<file path="config.mk">
export PLATFORM = sky130hd
export DESIGN_NAME = sector_sequencer
export DESIGN_NICKNAME = d
export VERILOG_FILES = /design/src/rtl/rk05_seq_pkg.sv /design/src/rtl/usec_interval_counter.sv /design/src/rtl/sector_sequencer.sv
export SDC_FILE = /design/constraint.sdc
export NUM_CORES = 1
export LEC_CHECK = 0
export BUFFER_PORTS_ARGS = -buffer_cell sky130_fd_sc_hd__clkbuf_2
export CAP_MARGIN = 5
export CORE_UTILIZATION = 45
export CTS_BUF_LIST = sky130_fd_sc_hd__clkbuf_8
export CTS_CLUSTER_SIZE = 20
export DETAILED_ROUTE_END_ITERATION = 8
export PLACE_DENSITY = 0.68
export SETUP_SLACK_MARGIN = 0.4
export SLEW_MARGIN = 20
export SYNTH_ARGS = -nofsm -noshare
export SYNTH_HDL_FRONTEND = slang
export SYNTH_HIERARCHICAL = 1
export SYNTH_SLANG_ARGS = --single-unit
</file>
<file path="constraint.sdc">
create_clock -name clock -period 2.8 [get_ports clock]
set_input_delay 0.28 -clock clock [delete_from_list [all_inputs] [get_ports clock]]
set_output_delay 0.28 -clock clock [all_outputs]
set_load 0.02 [all_outputs]
</file>
<file path="src/rtl/rk05_seq_pkg.sv">
// Shared state encoding and default timing constants for the RK05 sector sequencer.
package rk05_seq_pkg;

  typedef enum logic [2:0] {
    IDLE,
    WAIT_SECTOR,
    PREAMBLE,
    DATA,
    POSTAMBLE,
    DONE
  } seq_state_t;

  localparam logic [15:0] DEF_PREAMBLE_USEC  = 16'd120;
  localparam logic [15:0] DEF_DATA_USEC      = 16'd2600;
  localparam logic [15:0] DEF_POSTAMBLE_USEC = 16'd40;
  localparam logic [2:0]  DEF_MAX_REVS       = 3'd3;

endpackage

</file>
<file path="src/rtl/usec_interval_counter.sv">
// Microsecond interval counter: clears on demand, counts enables, flags the enable that reaches the limit.
module usec_interval_counter (
  input  logic        clock,
  input  logic        reset,
  input  logic        clear,
  input  logic        enable,
  input  logic [15:0] limit,
  output logic        terminal
);

  logic [15:0] count;

  always_ff @(posedge clock) begin
    if (reset || clear) begin
      count <= '0;
    end else if (enable) begin
      count <= count + 16'd1;
    end
  end

  assign terminal = enable && ((count + 16'd1) == limit);

endmodule

</file>
<file path="src/rtl/sector_sequencer.sv">
// RK05 sector read/write gate sequencer. Define RK05_SEQ_TIMEOUT_EN to enable the
// revolution-count timeout while waiting for the target sector.
module sector_sequencer
  import rk05_seq_pkg::*;
#(
  parameter logic [15:0] PREAMBLE_USEC  = DEF_PREAMBLE_USEC,
  parameter logic [15:0] DATA_USEC      = DEF_DATA_USEC,
  parameter logic [15:0] POSTAMBLE_USEC = DEF_POSTAMBLE_USEC,
  parameter logic [2:0]  MAX_REVS       = DEF_MAX_REVS
) (
  input  logic       clock,
  input  logic       reset,
  input  logic       clkenbl_1usec,
  input  logic       clkenbl_sector,
  input  logic       clkenbl_index,
  input  logic [4:0] sector_address,
  input  logic [4:0] number_of_sectors,
  input  logic       cmd_valid,
  output logic       cmd_ready,
  input  logic       cmd_write,
  input  logic [4:0] cmd_sector,
  output logic       read_gate,
  output logic       write_gate,
  output logic       data_window,
  output logic       busy,
  output logic       done_pulse,
  output logic       err_range,
  output logic       err_overrun,
  output logic       err_timeout
);

  seq_state_t  state, state_next;
  logic        sector_start;
  logic        latched_write;
  logic [4:0]  latched_sector;
  logic        accept;
  logic        range_bad;
  logic        overrun_hit;
  logic        rev_limit_hit;
  logic        timed_state;
  logic        gate_on;
  logic        usec_clear;
  logic        usec_terminal;
  logic [15:0] usec_limit;

  assign accept      = cmd_valid && cmd_ready;
  assign range_bad   = cmd_sector >= number_of_sectors;
  assign timed_state = (state == PREAMBLE) || (state == DATA) || (state == POSTAMBLE);

  always_ff @(posedge clock) begin
    if (reset) begin
      state          <= IDLE;
      sector_start   <= 1'b0;
      latched_write  <= 1'b0;
      latched_sector <= '0;
      err_range      <= 1'b0;
      err_overrun    <= 1'b0;
    end else begin
      state        <= state_next;
      sector_start <= clkenbl_sector;
      if (accept) begin
        latched_write  <= cmd_write;
        latched_sector <= cmd_sector;
        err_range      <= range_bad;
        err_overrun    <= 1'b0;
      end else if (overrun_hit) begin
        err_overrun <= 1'b1;
      end
    end
  end

`ifdef RK05_SEQ_TIMEOUT_EN
  logic [2:0] rev_count;

  always_ff @(posedge clock) begin
    if (reset) begin
      rev_count   <= '0;
      err_timeout <= 1'b0;
    end else if (accept) begin
      rev_count   <= '0;
      err_timeout <= 1'b0;
    end else if (state == WAIT_SECTOR) begin
      if (clkenbl_index) rev_count <= rev_count + 3'd1;
      if (state_next == DONE) err_timeout <= 1'b1;
    end
  end

  assign rev_limit_hit = clkenbl_index && ((rev_count + 3'd1) == MAX_REVS);
`else
  assign rev_limit_hit = 1'b0;
  assign err_timeout   = 1'b0;
`endif

  // A sector boundary inside the gated window is an overrun and wins over any interval exit.
  always_comb begin
    state_next  = state;
    usec_limit  = '0;
    overrun_hit = 1'b0;
    case (state)
      IDLE: begin
        if (accept) state_next = range_bad ? DONE : WAIT_SECTOR;
      end
      WAIT_SECTOR: begin
        if (sector_start && (sector_address == latched_sector)) state_next = PREAMBLE;
        else if (rev_limit_hit)                                 state_next = DONE;
      end
      PREAMBLE: begin
        usec_limit = PREAMBLE_USEC;
        if (sector_start) begin
          overrun_hit = 1'b1;
          state_next  = DONE;
        end else if (usec_terminal) begin
          state_next = DATA;
        end
      end
      DATA: begin
        usec_limit = DATA_USEC;
        if (sector_start) begin
          overrun_hit = 1'b1;
          state_next  = DONE;
        end else if (usec_terminal) begin
          state_next = POSTAMBLE;
        end
      end
      POSTAMBLE: begin
        usec_limit = POSTAMBLE_USEC;
        if (sector_start) begin
          overrun_hit = 1'b1;
          state_next  = DONE;
        end else if (usec_terminal) begin
          state_next = DONE;
        end
      end
      DONE:    state_next = IDLE;
      default: state_next = IDLE;
    endcase
  end

  assign usec_clear = (state_next != state) || !timed_state;

  usec_interval_counter u_usec_counter (
    .clock    (clock),
    .reset    (reset),
    .clear    (usec_clear),
    .enable   (clkenbl_1usec),
    .limit    (usec_limit),
    .terminal (usec_terminal)
  );

  assign gate_on     = timed_state;
  assign write_gate  = gate_on && latched_write;
  assign read_gate   = gate_on && !latched_write;
  assign data_window = (state == DATA);
  assign busy        = (state != IDLE);
  assign done_pulse  = (state == DONE);
  assign cmd_ready   = (state == IDLE);

endmodule
</file>
==> results.json, run 1 <==
{
  "busiest_layer": "met2",
  "track_usage_pct": 19.9,
  "ir_drop_mv": 0.199,
  "grt_pass1_vias": 1688,
  "die_area_um2": 4650,
  "finalClockSkew_ns": 0.00120,
  "ios": 31,
  "synthArstFlopShare_pct": 0,
  "synth.avg_cell_area_um2": 7.95,
  "critPathTopFamily": "simple AND/OR/NAND/NOR gates",
  "wl_per_cell_um": 12.9,
  "drive_gt1_share_pct": 27.5,
  "finalSetupViolations": 0,
  "grt_pass1_wl_um": 7020,
  "clkTransAtPathRegs_ns": 0.10,
  "hold_slack_ns": 0.204,
  "drv_cap": 0,
  "fin_cells": 341,
  "antenna_left": 0,
  "min_path_type": "input pin to register",
  "slowest_stage": "or3b_4",
  "overflow": 0,
  "cts_hold_buffers": 0,
  "yosys.area.top_type": "dfxtp_1",
  "insertion_delay_ns": 0.28,
  "cts_buffers": 3,
  "htree_levels": 1,
  "synthTopCellsByArea": "dfxtp_1 (28%), xor2_1 (8.9%), xnor2_1 (6.7%)",
  "yosys_warnings": 6,
  "crit_path_cell_trace": "or3b_4, nand2_4, nor3_2, or3_4, a21oi_2, o22ai_2, nor4b_4, a21oi_2, o21ai_2, a211oi_2, nor4_2",
  "layout_commonest_cell": "clkbuf_2",
  "final_cell_mix": "clkbuf_2 (28), nor2_1 (26), nand2_1 (24), dfxtp_1 (22), xor2_1 (20)",
  "synth.top_cell.area_share_pct": 28.4,
  "status": "complete, no violations",
  "worstSetupPathType": "register to register",
  "die_h_um": 68.2,
  "area_delta_synth_final_pct": 20.2,
  "postRouteWirelength_um": 4400,
  "via_per_inst": 5.32,
  "cp-end-kind": "register",
  "path_max_fanout": 4,
  "num_vias": 1813,
  "worst_setup_path_start_kind": "register",
  "cp.required_ns": 3.00,
  "crit_top_cell": "a21oi_2",
  "leakage_nw": 0.979,
  "drtIter0Drc": 80,
  "final_max_slew_viol_count": 0,
  "hpwl_um": 3050,
  "critPathBufInv": 0,
  "globalplace.congestion": 0.837,
  "synth_top_flop_cell": "dfxtp_1",
  "fin_crit_ns": 2.58,
  "placedCellCount": 333,
  "initial_core_util_pct": 47.9,
  "grt_use_met2_pct": 34.8,
  "met3_usage_pct": 3.33,
  "antenna_cells": 0,
  "cts_tree": "yes",
  "syn_inst": 248,
  "yosysUniqueCellTypes": 51,
  "power_density_nw_per_um2": 372,
  "dp_slack_ns": 0.191,
  "die_w_um": 68.2,
  "use_met1_pct": 23.9,
  "row_count": 23,
  "finalWorstSetupSlack_ns": 0.219,
  "rsz0062_at_grt": "true",
  "fmax_mhz": 387,
  "hold_viol": 0,
  "placed_cell_area_um2": 2220,
  "period_share_pct": 92.2,
  "max_stage_delay_ns": 0.40,
  "seq_area_frac_synth_pct": 28.4,
  "grt_max_degree": 17,
  "cts_root_buffer": "clkbuf_8",
  "syn-cell-area_um2": 1970,
  "ys_seq_elements": 28,
  "nFillCells": 378,
  "first_pass_iters": 4,
  "design_area_um2": 2370,
  "layout.nets": 320,
  "drc": 0,
  "core_um2": 4120,
  "worst_ep_arrival_time_ns": 2.78,
  "clock-sinks": 28,
  "synth_edf_count": 0,
  "tns_ns": 0,
  "port_buffers": 28,
  "antenna_found_initial": 0,
  "clk_path_buf_depth": 2
}
[final timing paths]
check / from / to / slack [ns] / depth (start not counted)
max: state[1] / state[2] / 0.22 / 11
min: clkenbl_sector / sector_start / 0.20 / 2
max reg2reg: state[1] / state[2] / 0.22 / 11
min reg2reg: latched_sector[3] / latched_sector[3] / 0.47 / 2
[Yosys cell counts (3+ instances only)]
cell / n
and2_1: 3
buf_2: 4
o21ai_0: 7
a21oi_1: 14
dfxtp_1: 28
xnor2_1: 15
clkbuf_1: 5
nor2b_1: 3
nor3_1: 8
nor4_2: 3
ha_1: 6
nand2_1: 24
nand3_1: 7
and3_1: 3
nor2_1: 27
nand4_1: 12
xor2_1: 20
or3_1: 4
inv_1: 11
and4_1: 3
[registers in the layout, indices dropped and copies added (netlist names)]
register              count
u_usec_counter/count     16
state                     3
err_overrun               1
latched_write             1
err_range                 1
sector_start              1
latched_sector            5
[layer usage]
layer | wire length [um] | up-vias
li1 | - | 932
met1 | 2040 | 823
met2 | 2090 | 50
met3 | 190 | 8
met4 | 88 | 0
met5 | 0 | -
[worst register-to-register path: cells and delay by family (launching register included)]
kind | cells | cell delay, ns
flip-flops | 1 | 0.36
AO/OA/AOI/OAI | 5 | 0.66
AND/OR/NAND/NOR | 6 | 1.48
[power by group]
group	switching [mW]	internal (mW)
combinational	0.112	0.0851
clock	0.133	0.126
sequential	0.0108	0.414
total	0.256	0.625
[timing repair]
item	in CTS	in global routing
endpoints found under the setup margin	18	19
pin swaps	7	10
gates cloned	0	0
gates resized for setup	13	9
buffers inserted	3	1
[per-stage QoR]
step | utilization (%) | power [mW]
final | 57.6 | 0.881
after detailed placement | 53.9 | 0.613
after global placement | 53.9 | 0.611
after global routing | 57.6 | 0.927
after floorplan | - | 0.573
after CTS | 56.5 | 0.884
[cells by family after synthesis]
logic type / count (synthesis) / synth area share (%)
buffers and inverters: 24 / 5.96
AOI/OAI and AO/OA: 39 / 12.7
and+or+nand+nor: 113 / 32.4
xor gates and xnor gates: 35 / 15.5
muxes: 2 / 1.02
adders and majority gates: 6 / 3.81
other: 1 / 0.190
DFF: 28 / 28.4
[final cells by class]
class	instances	area (um^2)	share of cell area, %
timing repair buffer	41	241	10.2
inverter	11	41.3	1.74
clock buffer	4	55.1	2.32
sequential	28	568	24.0
multi-input combinational	207	1400	59.2
tap	50	62.6	2.64
No activity file was read; power rests on OpenSTA's default activity.
==> run 2, diff against run 1 <==
CORE_ASPECT_RATIO = 1.25   (was default)
MAX_ROUTING_LAYER = met4   (was default)
==> run 2 against run 1 <==
First-iteration DRC count down 31%. Wire length fell by 1.9%. Register-to-register slack improved by 0.08 ns. Sequential share of layout area fell by 0.25 points. Hold slack better by 0.0066 ns. Largest cell class unchanged. Utilization grew 1.0 points. Total power down 0.83%. Combinational power about the same. Clock-buffer cell count is the same. Via count increased by 2.3%. Non-clock buffer count rose by 3. Die area barely moved.
==> results.json, run 2 (same netlist as run 1, synthesis figures left out) <==
{
  "htree_levels": 1,
  "clock-sinks": 28,
  "worstReg2RegStart": "state[1]",
  "placedCellCount": 342,
  "path_max_fanout": 6,
  "core_um2": 4130,
  "nFillCells": 414,
  "antenna_found_initial": 0,
  "fmax_mhz": 400,
  "reg.largest.list": "u_usec_counter/count x16, latched_sector x5, state x3",
  "crit_path_cell_trace": "buf_4, nand2b_4, nand2_4, a21boi_1, or3_1, a21oi_2, o22ai_2, nor4b_4, nor2_1, buf_4, a21oi_2, nand3_1, o2bb2ai_1",
  "die_area_um2": 4650,
  "track_usage_pct": 20.8,
  "drtIter0Drc": 55,
  "port_buffers": 28,
  "grt_pass1_wl_um": 7420,
  "die_h_um": 76.0,
  "cts_buffers": 3,
  "final_cell_mix": "clkbuf_2 (28), nor2_1 (26), nand2_1 (24), dfxtp_1 (21), xor2_1 (19)",
  "cts_root_buffer": "clkbuf_8",
  "worstSetupPathType": "register to register",
  "critPathBufInv": 2,
  "postRouteWirelength_um": 4320,
  "antenna_left": 0,
  "die_w_um": 61.2,
  "area_delta_synth_final_pct": 22.8,
  "drive_gt1_share_pct": 28.9,
  "slowest_stage": "or3_1",
  "design_area_um2": 2420,
  "status": "complete, no violations",
  "fin_cells": 350,
  "regToRegSetupSlack_ns": 0.30,
  "finalSetupViolations": 0,
  "max_stage_delay_ns": 0.37,
  "grt_pass1_vias": 1777,
  "critPathTopFamily": "simple AND/OR/NAND/NOR gates",
  "drc": 0,
  "power_density_nw_per_um2": 361,
  "hpwl_um": 3250,
  "largest_reg_flops": 16,
  "min_path_type": "input pin to register",
  "cp-end-kind": "register",
  "ff2ff_path_depth": 13,
  "tns_ns": 0,
  "drv_cap": 0,
  "period_share_pct": 89.4,
  "path_depth": 13,
  "critPathLaunch": "state[1]",
  "rsz0062_at_grt": "true",
  "antenna_cells": 0,
  "globalplace.congestion": 0.818,
  "overflow": 0,
  "initial_core_util_pct": 47.7,
  "clkTransAtPathRegs_ns": 0.10,
  "hold_start": "clkenbl_sector",
  "worstSetupEndpoint": "state[0]",
  "layout_commonest_cell": "clkbuf_2",
  "num_vias": 1854,
  "leakage_nw": 0.996,
  "worst_setup_path_start_kind": "register",
  "register_area_um2": 574,
  "cts_tree": "yes",
  "regMostFlops": "u_usec_counter/count",
  "multi_input_area_um2": 1420,
  "clk_path_buf_depth": 2,
  "layout.nets": 323,
  "cp.required_ns": 3.01,
  "insertion_delay_ns": 0.28,
  "placed_cell_area_um2": 2250,
  "wl_per_cell_um": 12.3,
  "ir_drop_mv": 0.274,
  "worst_ep_arrival_time_ns": 2.71,
  "first_pass_iters": 4,
  "via_per_inst": 5.30,
  "r2r-end": "state[0]",
  "hold_viol": 0,
  "cts_hold_buffers": 0,
  "final_max_slew_viol_count": 0,
  "row_count": 26,
  "grt_max_degree": 17,
  "ios": 31,
  "finalClockSkew_ns": 0.00753,
  "fin_crit_ns": 2.50
}
run 2: per-stage QoR:
step                total power [mW]  worst slack, ns  util, %  hold slack (ns)
global route                   0.919            0.205     58.6            0.226
floorplan                      0.573            0.270        -            0.344
detailed placement             0.614            0.147     54.5            0.464
CTS                            0.877            0.281     57.5            0.212
finish                         0.874            0.298     58.6            0.211
global placement               0.612            0.150     54.5            0.455
run 2: how the worst min path moves through the flow:
stage | endpoint | slack [ns] | cells past startpoint
5_1_grt | sector_start | 0.23 | 2
4_1_cts | sector_start | 0.21 | 2
6_report | sector_start | 0.21 | 2
2_1_floorplan | state[2] | 0.34 | 1
3_5_place_dp | latched_sector[4] | 0.46 | 2
3_3_place_gp | latched_sector[4] | 0.46 | 2
run 2: cell type report:
cell class | instances | share of cell area (%)
flip-flops and latches | 28 | 23.7
repair buffers | 44 | 10.7
multi-input cells | 207 | 58.7
clock buffers | 4 | 2.27
well taps | 56 | 2.89
inverters | 11 | 1.70
run 2: report_power, final:
| group | total (mW) | internal [mW] | switching [mW] |
|---|---|---|---|
| clock network | 0.254 | 0.126 | 0.128 |
| logic | 0.196 | 0.0836 | 0.112 |
| registers | 0.423 | 0.412 | 0.0108 |
run 2: routing by layer:
| layer | vias to the layer above | share of wire, % | track usage [%] |
|---|---|---|---|
| met2 | 46 | 52 | 36.1 |
| li1 | 942 | - | - |
| met5 | - | 0 | - |
| met4 | 0 | 1.5 | 7.50 |
| met3 | 8 | 3.5 | 2.72 |
| met1 | 858 | 43 | 23.4 |
run 2: timing repair:
item | 4_1_cts | 5_1_grt
endpoints found under the hold margin | 0 | 0
buffers inserted | 4 | 0
gates resized for setup | 13 | 13
setup endpoints to repair | 19 | 19
pin swaps | 10 | 7
==> run 3, diff against run 2 <==
CORE_UTILIZATION = 48   (was 45)
PLACE_DENSITY = 0.65   (was 0.68)
clock period = 3 ns   (was 2.8 ns; I/O delays follow)
==> run 3 against run 2 <==
Clock power decreased by 7%. Cell area down 2.7%. Fmax fell by 0.13%. Hold slack better by 0.019 ns. Clock-buffer cell count did not move. Combinational power fell by 9%. Die area is 6.1% lower. Critical endpoint is now state[2].
==> results.json, run 3 (same netlist as run 1, synthesis figures left out) <==
{
  "status": "complete, no violations",
  "regMostFlops": "u_usec_counter/count",
  "cts_root_buffer": "clkbuf_8",
  "layout_commonest_cell": "clkbuf_2",
  "cp.required_ns": 3.19,
  "final_cell_mix": "clkbuf_2 (28), nor2_1 (26), nand2_1 (24), dfxtp_1 (24), xor2_1 (20)",
  "regToRegSetupSlack_ns": 0.49,
  "drtIter0Drc": 60,
  "max_stage_delay_ns": 0.39,
  "globalplace.congestion": 0.836,
  "min_path_type": "input pin to register",
  "ios": 31,
  "fmax_mhz": 399,
  "grt_max_degree": 17,
  "wl_per_cell_um": 11.8,
  "track_usage_pct": 21.5,
  "port_buffers": 28,
  "via_per_inst": 5.25,
  "drive_gt1_share_pct": 25.7,
  "grt_use_met2_pct": 35.8,
  "antenna_found_initial": 0,
  "cts_tree": "yes",
  "htree_levels": 1,
  "busiest_layer": "met2",
  "cp-end-kind": "register",
  "register_area_um2": 568,
  "grt_pass1_vias": 1680,
  "clkTransAtPathRegs_ns": 0.10,
  "area_delta_synth_final_pct": 19.5,
  "overflow": 0,
  "critPathTopFamily": "simple AND/OR/NAND/NOR gates",
  "crit_path_cell_trace": "or3b_4, nand2_4, nor3_4, or3_1, a21oi_2, o22ai_2, nor4b_4, a21oi_2, o21ai_2, a211oi_2, nor4_2",
  "fin_crit_ns": 2.51,
  "antenna_cells": 0,
  "period_share_pct": 83.5,
  "initial_core_util_pct": 51.3,
  "use_met1_pct": 26.4,
  "die_area_um2": 4370,
  "layout.nets": 317,
  "hold_viol": 0,
  "worstSetupPathType": "register to register",
  "tns_ns": 0,
  "ir_drop_mv": 0.197,
  "multi_input_area_um2": 1410,
  "grt_pass1_wl_um": 7130,
  "die_h_um": 73.7,
  "worstReg2RegStart": "state[2]",
  "worst_ep_arrival_time_ns": 2.69,
  "fin_util_pct": 61.2,
  "drv_cap": 0,
  "insertion_delay_ns": 0.27,
  "path_max_fanout": 5,
  "critPathBufInv": 0,
  "cts_buffers": 3,
  "finalSetupViolations": 0,
  "clock-sinks": 28,
  "core_um2": 3850,
  "die_w_um": 59.3,
  "met3_usage_pct": 2.82,
  "postRouteWirelength_um": 4040,
  "drc": 0,
  "clk_path_buf_depth": 2,
  "antenna_left": 0,
  "rsz0062_at_grt": "true",
  "finalClockSkew_ns": 0.00387,
  "worst_setup_path_start_kind": "register",
  "slowest_stage": "or3b_4",
  "row_count": 25,
  "first_pass_iters": 4,
  "power_density_nw_per_um2": 343,
  "nFillCells": 376,
  "hpwl_um": 3070,
  "num_vias": 1795,
  "largest_reg_flops": 16,
  "hold_start": "clkenbl_sector",
  "reg.largest.list": "u_usec_counter/count x16, latched_sector x5, state x3",
  "crit_top_cell": "a21oi_2",
  "final_max_slew_viol_count": 0,
  "leakage_nw": 0.972,
  "critPathLaunch": "state[2]"
}
-- run 3: changes by cell type in the layout (fill, tap and decap cells not counted), sizes merged --
cell  previous run  this run
buf             16        10
-- run 3: area by class of cell --
class | count | area share (%)
tap | 54 | 2.87
inverter | 11 | 1.75
clock buffer | 4 | 2.34
multi-input combinational | 207 | 59.8
sequential | 28 | 24.1
timing repair buffer | 38 | 9.13
-- run 3: worst paths after layout --
path | to | depth (start not counted)
max | state[2] | 11
min | sector_start | 2
min reg2reg | latched_sector[0] | 2
max reg2reg | state[2] | 11
-- run 3: stage by stage --
step                area [um^2]  std cells  total power, mW  hold slack (ns)  setup slack (ns)
floorplan                  2040        259            0.534            0.371             0.404
global placement           2190        334            0.570            0.455             0.176
detailed placement         2190        334            0.571            0.460             0.143
CTS                        2290        341            0.812            0.226             0.421
global route               2360        342            0.860            0.245             0.313
finish                     2360        342            0.809            0.229             0.495
-- run 3: report_power, final --
part,switching (mW),internal [mW],total [mW]
sequential,0.00941,0.385,0.395
clock,0.118,0.117,0.236
combinational,0.101,0.0771,0.179
-- run 3: what timing repair did --
| item | 4_1_cts | 5_1_grt |
|---|---|---|
| resized for setup | 5 | 16 |
| pin swaps | 5 | 9 |
| setup endpoints to repair | 19 | 18 |
| hold buffers | 0 | 0 |
| buffers inserted | 3 | 1 |
-- run 3: worst reg2reg max path: cells and delay by family, from the launching register on --
family / cells / cell delay (ns)
AOI/OAI and AO/OA: 5 / 0.62
and+or+nand+nor: 6 / 1.42
DFF: 1 / 0.36
-- run 3: per-layer routing --
layer / share of wire [%] / vias to the layer above
li1: - / 929
met1: 46 / 814
met2: 48 / 48
met3: 3.8 / 4
met4: 1.7 / 0
met5: 0 / -
